[src/rtl/dm_arb_pkg.sv]
// Shared definitions for the data-memory arbiter slice.
// Contents:
//   MEM_BYTES     size of the data memory in bytes
//   WORD_BYTES    bytes per word access
//   port_id_e     requester identity (CPU load/store = 0, DMA/debug = 1)
//   access_legal  word-access legality check (aligned and fully inside DM)
package dm_arb_pkg;

  localparam int unsigned MEM_BYTES  = 128;
  localparam int unsigned WORD_BYTES = 4;

  typedef enum logic {
    PORT_CPU = 1'b0,
    PORT_DMA = 1'b1
  } port_id_e;

  // The address is compared at full width (zero-extended to 64 bits), so
  // large addresses can never alias back into the memory window.
  function automatic logic access_legal(input logic [63:0] addr,
                                        input int unsigned mem_bytes);
    return (addr[1:0] == 2'b00) &&
           (addr <= 64'(mem_bytes - WORD_BYTES));
  endfunction

endpackage

[src/rtl/rr_arb2.sv]
// Two-way round-robin arbiter.
// Ports:
//   clk, rst      clock and asynchronous active-high reset
//   req0, req1    request inputs
//   gnt0, gnt1    combinational one-hot grants (both 0 while rst is high)
// The last granted port is remembered; on a conflict the other port wins.
// After reset the DMA port counts as last, so the CPU wins the first conflict.
module rr_arb2
  import dm_arb_pkg::*;
(
  input  logic clk,
  input  logic rst,
  input  logic req0,
  input  logic req1,
  output logic gnt0,
  output logic gnt1
);

  port_id_e last_q, last_d;

  // Grants are forced low during reset so nothing downstream can act on a
  // request while the block is being reset.
  always_comb begin
    gnt0   = 1'b0;
    gnt1   = 1'b0;
    last_d = last_q;
    if (!rst) begin
      if (req0 && (!req1 || (last_q == PORT_DMA))) begin
        gnt0 = 1'b1;
      end else if (req1) begin
        gnt1 = 1'b1;
      end
    end
    if (gnt0) begin
      last_d = PORT_CPU;
    end else if (gnt1) begin
      last_d = PORT_DMA;
    end
  end

  always_ff @(posedge clk or posedge rst) begin
    if (rst) begin
      last_q <= PORT_DMA;
    end else begin
      last_q <= last_d;
    end
  end

endmodule

[src/rtl/dm_arbiter.sv]
// Round-robin arbiter sharing the single-port data memory between the CPU
// load/store stage (port 0) and a DMA/debug engine (port 1).
// Ports:
//   clk, rst                   clock and asynchronous active-high reset
//   pN_req/we/addr/wdata       request payload, held until granted
//   pN_gnt                     combinational grant, access happens this cycle
//   pN_rvalid/rdata/err        registered response one cycle after the grant
//   dm_addr/wdata/write/read   drive to the data memory
//   dm_rdata                   combinational read data from the data memory
// Illegal accesses (misaligned or out of range) are granted but never strobe
// the memory; they return err=1 with zero data.
module dm_arbiter
  import dm_arb_pkg::*;
#(
  parameter int unsigned ADDR_W    = 32,
  parameter int unsigned DATA_W    = 32,
  parameter int unsigned MEM_BYTES = dm_arb_pkg::MEM_BYTES
) (
  input  logic              clk,
  input  logic              rst,
  input  logic              p0_req,
  input  logic              p0_we,
  input  logic [ADDR_W-1:0] p0_addr,
  input  logic [DATA_W-1:0] p0_wdata,
  input  logic              p1_req,
  input  logic              p1_we,
  input  logic [ADDR_W-1:0] p1_addr,
  input  logic [DATA_W-1:0] p1_wdata,
  output logic              p0_gnt,
  output logic              p1_gnt,
  output logic              p0_rvalid,
  output logic              p1_rvalid,
  output logic [DATA_W-1:0] p0_rdata,
  output logic [DATA_W-1:0] p1_rdata,
  output logic              p0_err,
  output logic              p1_err,
  output logic [ADDR_W-1:0] dm_addr,
  output logic [DATA_W-1:0] dm_wdata,
  output logic              dm_write,
  output logic              dm_read,
  input  logic [DATA_W-1:0] dm_rdata
);

  logic              any_gnt;
  logic              win_we;
  logic [ADDR_W-1:0] win_addr;
  logic [DATA_W-1:0] win_wdata;
  logic              legal;

  logic              rsp_valid_q, rsp_valid_d;
  port_id_e          rsp_port_q, rsp_port_d;
  logic [DATA_W-1:0] rsp_rdata_q, rsp_rdata_d;
  logic              rsp_err_q, rsp_err_d;

  rr_arb2 u_arb (
    .clk  (clk),
    .rst  (rst),
    .req0 (p0_req),
    .req1 (p1_req),
    .gnt0 (p0_gnt),
    .gnt1 (p1_gnt)
  );

  // Winner payload mux, legality check and memory drive. Because the grants
  // are already low during reset, the strobes drop the moment rst rises,
  // which keeps a reset in the middle of a write from committing anything.
  always_comb begin
    any_gnt   = p0_gnt | p1_gnt;
    win_we    = p1_gnt ? p1_we    : p0_we;
    win_addr  = p1_gnt ? p1_addr  : p0_addr;
    win_wdata = p1_gnt ? p1_wdata : p0_wdata;
    legal     = any_gnt && access_legal(64'(win_addr), MEM_BYTES);

    dm_addr   = any_gnt ? win_addr  : '0;
    dm_wdata  = any_gnt ? win_wdata : '0;
    dm_write  = win_we  & legal;
    dm_read   = ~win_we & legal;

    rsp_valid_d = any_gnt;
    rsp_port_d  = p1_gnt ? PORT_DMA : PORT_CPU;
    rsp_err_d   = any_gnt & ~legal;
    rsp_rdata_d = dm_read ? dm_rdata : '0;
  end

  // Response registers: one entry is enough since every access completes in
  // exactly one cycle, so a new grant can overlap the previous response.
  always_ff @(posedge clk or posedge rst) begin
    if (rst) begin
      rsp_valid_q <= 1'b0;
      rsp_port_q  <= PORT_CPU;
      rsp_rdata_q <= '0;
      rsp_err_q   <= 1'b0;
    end else begin
      rsp_valid_q <= rsp_valid_d;
      rsp_port_q  <= rsp_port_d;
      rsp_rdata_q <= rsp_rdata_d;
      rsp_err_q   <= rsp_err_d;
    end
  end

  // Only the port that owns the response sees it; the other stays at zero.
  always_comb begin
    p0_rvalid = rsp_valid_q & (rsp_port_q == PORT_CPU);
    p1_rvalid = rsp_valid_q & (rsp_port_q == PORT_DMA);
    p0_rdata  = p0_rvalid ? rsp_rdata_q : '0;
    p1_rdata  = p1_rvalid ? rsp_rdata_q : '0;
    p0_err    = p0_rvalid & rsp_err_q;
    p1_err    = p1_rvalid & rsp_err_q;
  end

endmodule

[config.mk]
export PLATFORM = sky130hd
export DESIGN_NAME = dm_arbiter
export DESIGN_NICKNAME = d
export VERILOG_FILES = /design/src/rtl/dm_arb_pkg.sv /design/src/rtl/rr_arb2.sv /design/src/rtl/dm_arbiter.sv
export SDC_FILE = /design/constraint.sdc
export NUM_CORES = 1
export LEC_CHECK = 0
export BUFFER_PORTS_ARGS = -buffer_cell sky130_fd_sc_hd__buf_2
export CORE_AREA = 2 2 118 120
export DETAILED_ROUTE_END_ITERATION = 10
export DIE_AREA = 0 0 120 122
export PLACE_DENSITY_LB_ADDON = 0.25
export SLEW_MARGIN = 40
export SYNTH_ARGS = -nofsm -noshare
export SYNTH_HDL_FRONTEND = slang
export SYNTH_SLANG_ARGS = --single-unit
[constraint.sdc]
create_clock -name clk -period 2.3 [get_ports clk]
set_input_delay 0.23 -clock clk [delete_from_list [all_inputs] [get_ports clk]]
set_output_delay 0.23 -clock clk [all_outputs]
set_load 0.02 [all_outputs]
==> flow_summary_export.csv <==
group,metric,value,unit
status,status,"complete, no violations",
placed_design,dp_cells,867,
routing,final_antenna_net_count,0,
grt,grt_max_degree,66,
setup_path,path_common_cell,"buf_4",
power,p_leak,2.868,nW
placed_design,io_buffers,301,
setup_path,worstPathCellList,"nand2_1, nand2_4, mux2_4, buf_4, nor3_4, buf_4",
grt,antenna_found_initial,1,
setup_path,ff2ff_path_depth,5,
timing,post-route-period-util,0.9519,
routing,drtIter0Drc,161,
timing,clock.fmax,0.4567,GHz
clocking,cts_max_level,2,
clocking,cts_tree,"done",
yosys,async_flop_share,1.000,
yosys,synth_cell_types,29,
clocking,cts.reportedPaths.clkPinSlew,0.05,ns
yosys,seq_area_frac_synth,0.2971,
setup_path,crit_fanout,9,
power,p_per_area,388.2,nW/um^2
clocking,cts_made_buffers,5,
layout,antennaDiodeCount,0,
yosys,synth_common_cells,"nand2_1 (131), a21oi_1 (64), and2_1 (35), dfrtp_1 (35), and3_1 (33)",
layout,nFillCells,1450,
setup_path,cp.required,2.07,ns
layout,synthToLayoutAreaGrowth,63.16,%
die,die_area,14640,sq um
routing,vias,3985,
timing,rsz0062_at_grt,"no",
timing,worstMarginPinSlew,0.6492,ns
yosys,synth_edf_count,0,
die,row_count,43,
clocking,clk_latency,0.28,ns
die,io_pins,302,
setup_path,start_kind,"register",
yosys,netlist.area_leader.share,0.2884,
grt,met2_usage,0.2969,
yosys,synth_top_cells_by_area,"dfrtp_1 (29%), nand2_1 (16%), nor4b_2 (12%)",
placed_design,hpwl,10510,microns
layout,finalNetCount,860,
grt,grt.met1_usage,0.1923,
routing,first_pass_iters,4,
die,core_region_area,13500,sq um
grt,grt-busiest-layer,"met2",
setup_path,worstSetupEndpointType,"output pin",
clocking,clockBufferDepth,2,
layout,fin_cells,874,
routing,wire_per_inst,14.70,microns
routing,drcViolationCount,0,
setup_path,critPathKind,"register to output pin",
grt,grt_pass1_wl,19310,microns
placed_design,place_congestion,0.9262,
routing,wirelength,12840,microns
timing,fin_crit,2.189,ns
yosys,synth.net_count,573,
layout,multi_input_area,1979,sq um
clocking,cts.sinks,36,
clocking,cts_root_buf,"clkbuf_16",
setup_path,cp_top_family,"flip-flops",
power,peakVddDrop,0.2148,mV
grt,met3_usage,0.04401,
setup_path,critical_path_cell_count,6,
setup_path,critPathMaxStageDelay,0.54,ns
yosys,synth.most_common_cell,"nand2_1",
timing,setup_viol,0,
setup_path,arrival,1.96,ns
flow_run,cap_violations,0,
worst_hold_path,hp-class,"input port to asynchronous set/reset pin",
timing,slew_violations,0,
timing,setup-tns-final,0,ns
layout,register_area,902.1,sq um
timing,slew_headroom,0.5672,
setup_path,cp_slowest_cell,"dfstp_2",
yosys,synth.cell_area,3037,sq um
die,die_h,122,microns
yosys,netlist_instances,407,
yosys,synth_ff_type,"dfrtp_1",
yosys,ys_warn_count,0,
yosys,ys_seq_elements,36,
yosys,yosysTopAreaCell,"dfrtp_1",
grt,grt_use_total,0.1650,
yosys,avgSynthCellArea,7.461,sq um
timing,hold_viol,0,
layout,drive_gt1_frac,0.5245,
routing,viasPerCell,4.559,
timing,fin_skew,0.003260,ns
grt,grt_pass1_vias,3807,
grt,grt_overflow,0,
setup_path,crit_buf_inv,2,
die,fp.dieW,120,microns
die,start_util,0.2249,
## through the flow
step | hold WS, ns | total power, mW | setup WS, ns | cell area [sq um] | util
after CTS | 0.1595 | 1.947 | 0.03313 | 4927 | 0.3649
after global routing | 0.1989 | 2.041 | 0.009001 | 4955 | 0.3669
after detailed placement | 0.4582 | 1.295 | 0.09445 | 4775 | 0.3536
after global placement | 0.4420 | 1.287 | 0.06547 | 4775 | 0.3536
after floorplan | 0.1860 | 0.9916 | 0.1193 | 3042 | -
final | 0.1380 | 1.923 | 0.1105 | 4955 | 0.3669
## worst reg2reg max path: stages, from the launching register on
cell     delay [ns]
dfstp_2        0.37
and2_1         0.16
o21ai_0        0.43
nand3_2        0.22
buf_4          0.28
nor4b_1        0.28
## cell usage in the layout, fill, tap and decap left out, types with 2 or more instances in the layout
master,instances
a21oi_1,64
and2_1,35
and3_1,33
buf_12,3
buf_2,299
buf_4,17
clkbuf_16,5
dfrtp_1,35
inv_1,2
nand2_1,130
nand4_1,2
nor2b_1,2
nor3_1,2
nor4_1,11
nor4b_1,4
nor4b_2,25
nor4b_4,3
o21ai_0,3
## area by class of cell
cell class,count,area share
timing repair buffer,320,0.3422
clock buffer,6,0.02601
inverter,4,0.003788
sequential,36,0.1821
multi-input combinational,327,0.3995
clock inverter,1,0.001010
tap,180,0.04545
## where the power goes
part	leakage [nW]	internal, mW	switching (mW)	total, mW
clock	0.0667	0.393	0.246	0.639
combinational	2.31	0.247	0.390	0.637
sequential	0.496	0.643	0.00459	0.648
## layer usage
| layer | wire (microns) | up-vias |
|---|---|---|
| li1 | - | 1963 |
| met1 | 4937 | 1815 |
| met2 | 6567 | 191 |
| met3 | 1109 | 16 |
| met4 | 229 | 0 |
| met5 | 0 | - |
## kinds of logic (layout without fill, tap and decap cells)
logic type / count (synthesis) / after routing / synth area share
buf+inv: 44 / 331 / 0.07046
compound gates: 72 / 72 / 0.1232
simple gates: 254 / 254 / 0.5056
mux: 1 / 1 / 0.003708
flops: 36 / 36 / 0.2971
## final timing paths
path / end / from / slack (ns)
hold / removal: rsp_port_q$_DFF_PP0_ / rst / 0.14
setup reg to reg: rsp_rdata_q[1]$_DFF_PP0_ / u_arb.last_q$_DFFE_PP1P_ / 0.46
setup / recovery: dm_read / u_arb.last_q$_DFFE_PP1P_ / 0.11
min in group clk: rsp_rdata_q[3]$_DFF_PP0_ / dm_rdata[3] / 0.20
hold reg to reg: u_arb.last_q$_DFFE_PP1P_ / u_arb.last_q$_DFFE_PP1P_ / 0.53
max in group asynchronous: u_arb.last_q$_DFFE_PP1P_ / rst / 1.82
## registers in the layout, indices dropped and copies added, names as in the netlist
name / flops
rsp_err_q: 1
rsp_valid_q: 1
u_arb.last_q: 1
rsp_port_q: 1
rsp_rdata_q: 32
## repair_timing
| action | in CTS | in global routing |
|---|---|---|
| setup endpoints to repair | 2 | 4 |
| resized for setup | 4 | 5 |
| hold buffers | 0 | 0 |
| pin swaps | 0 | 1 |
| setup buffers | 0 | 0 |
| hold endpoints to repair | 0 | 0 |
Power figures use the tool's default switching activity.
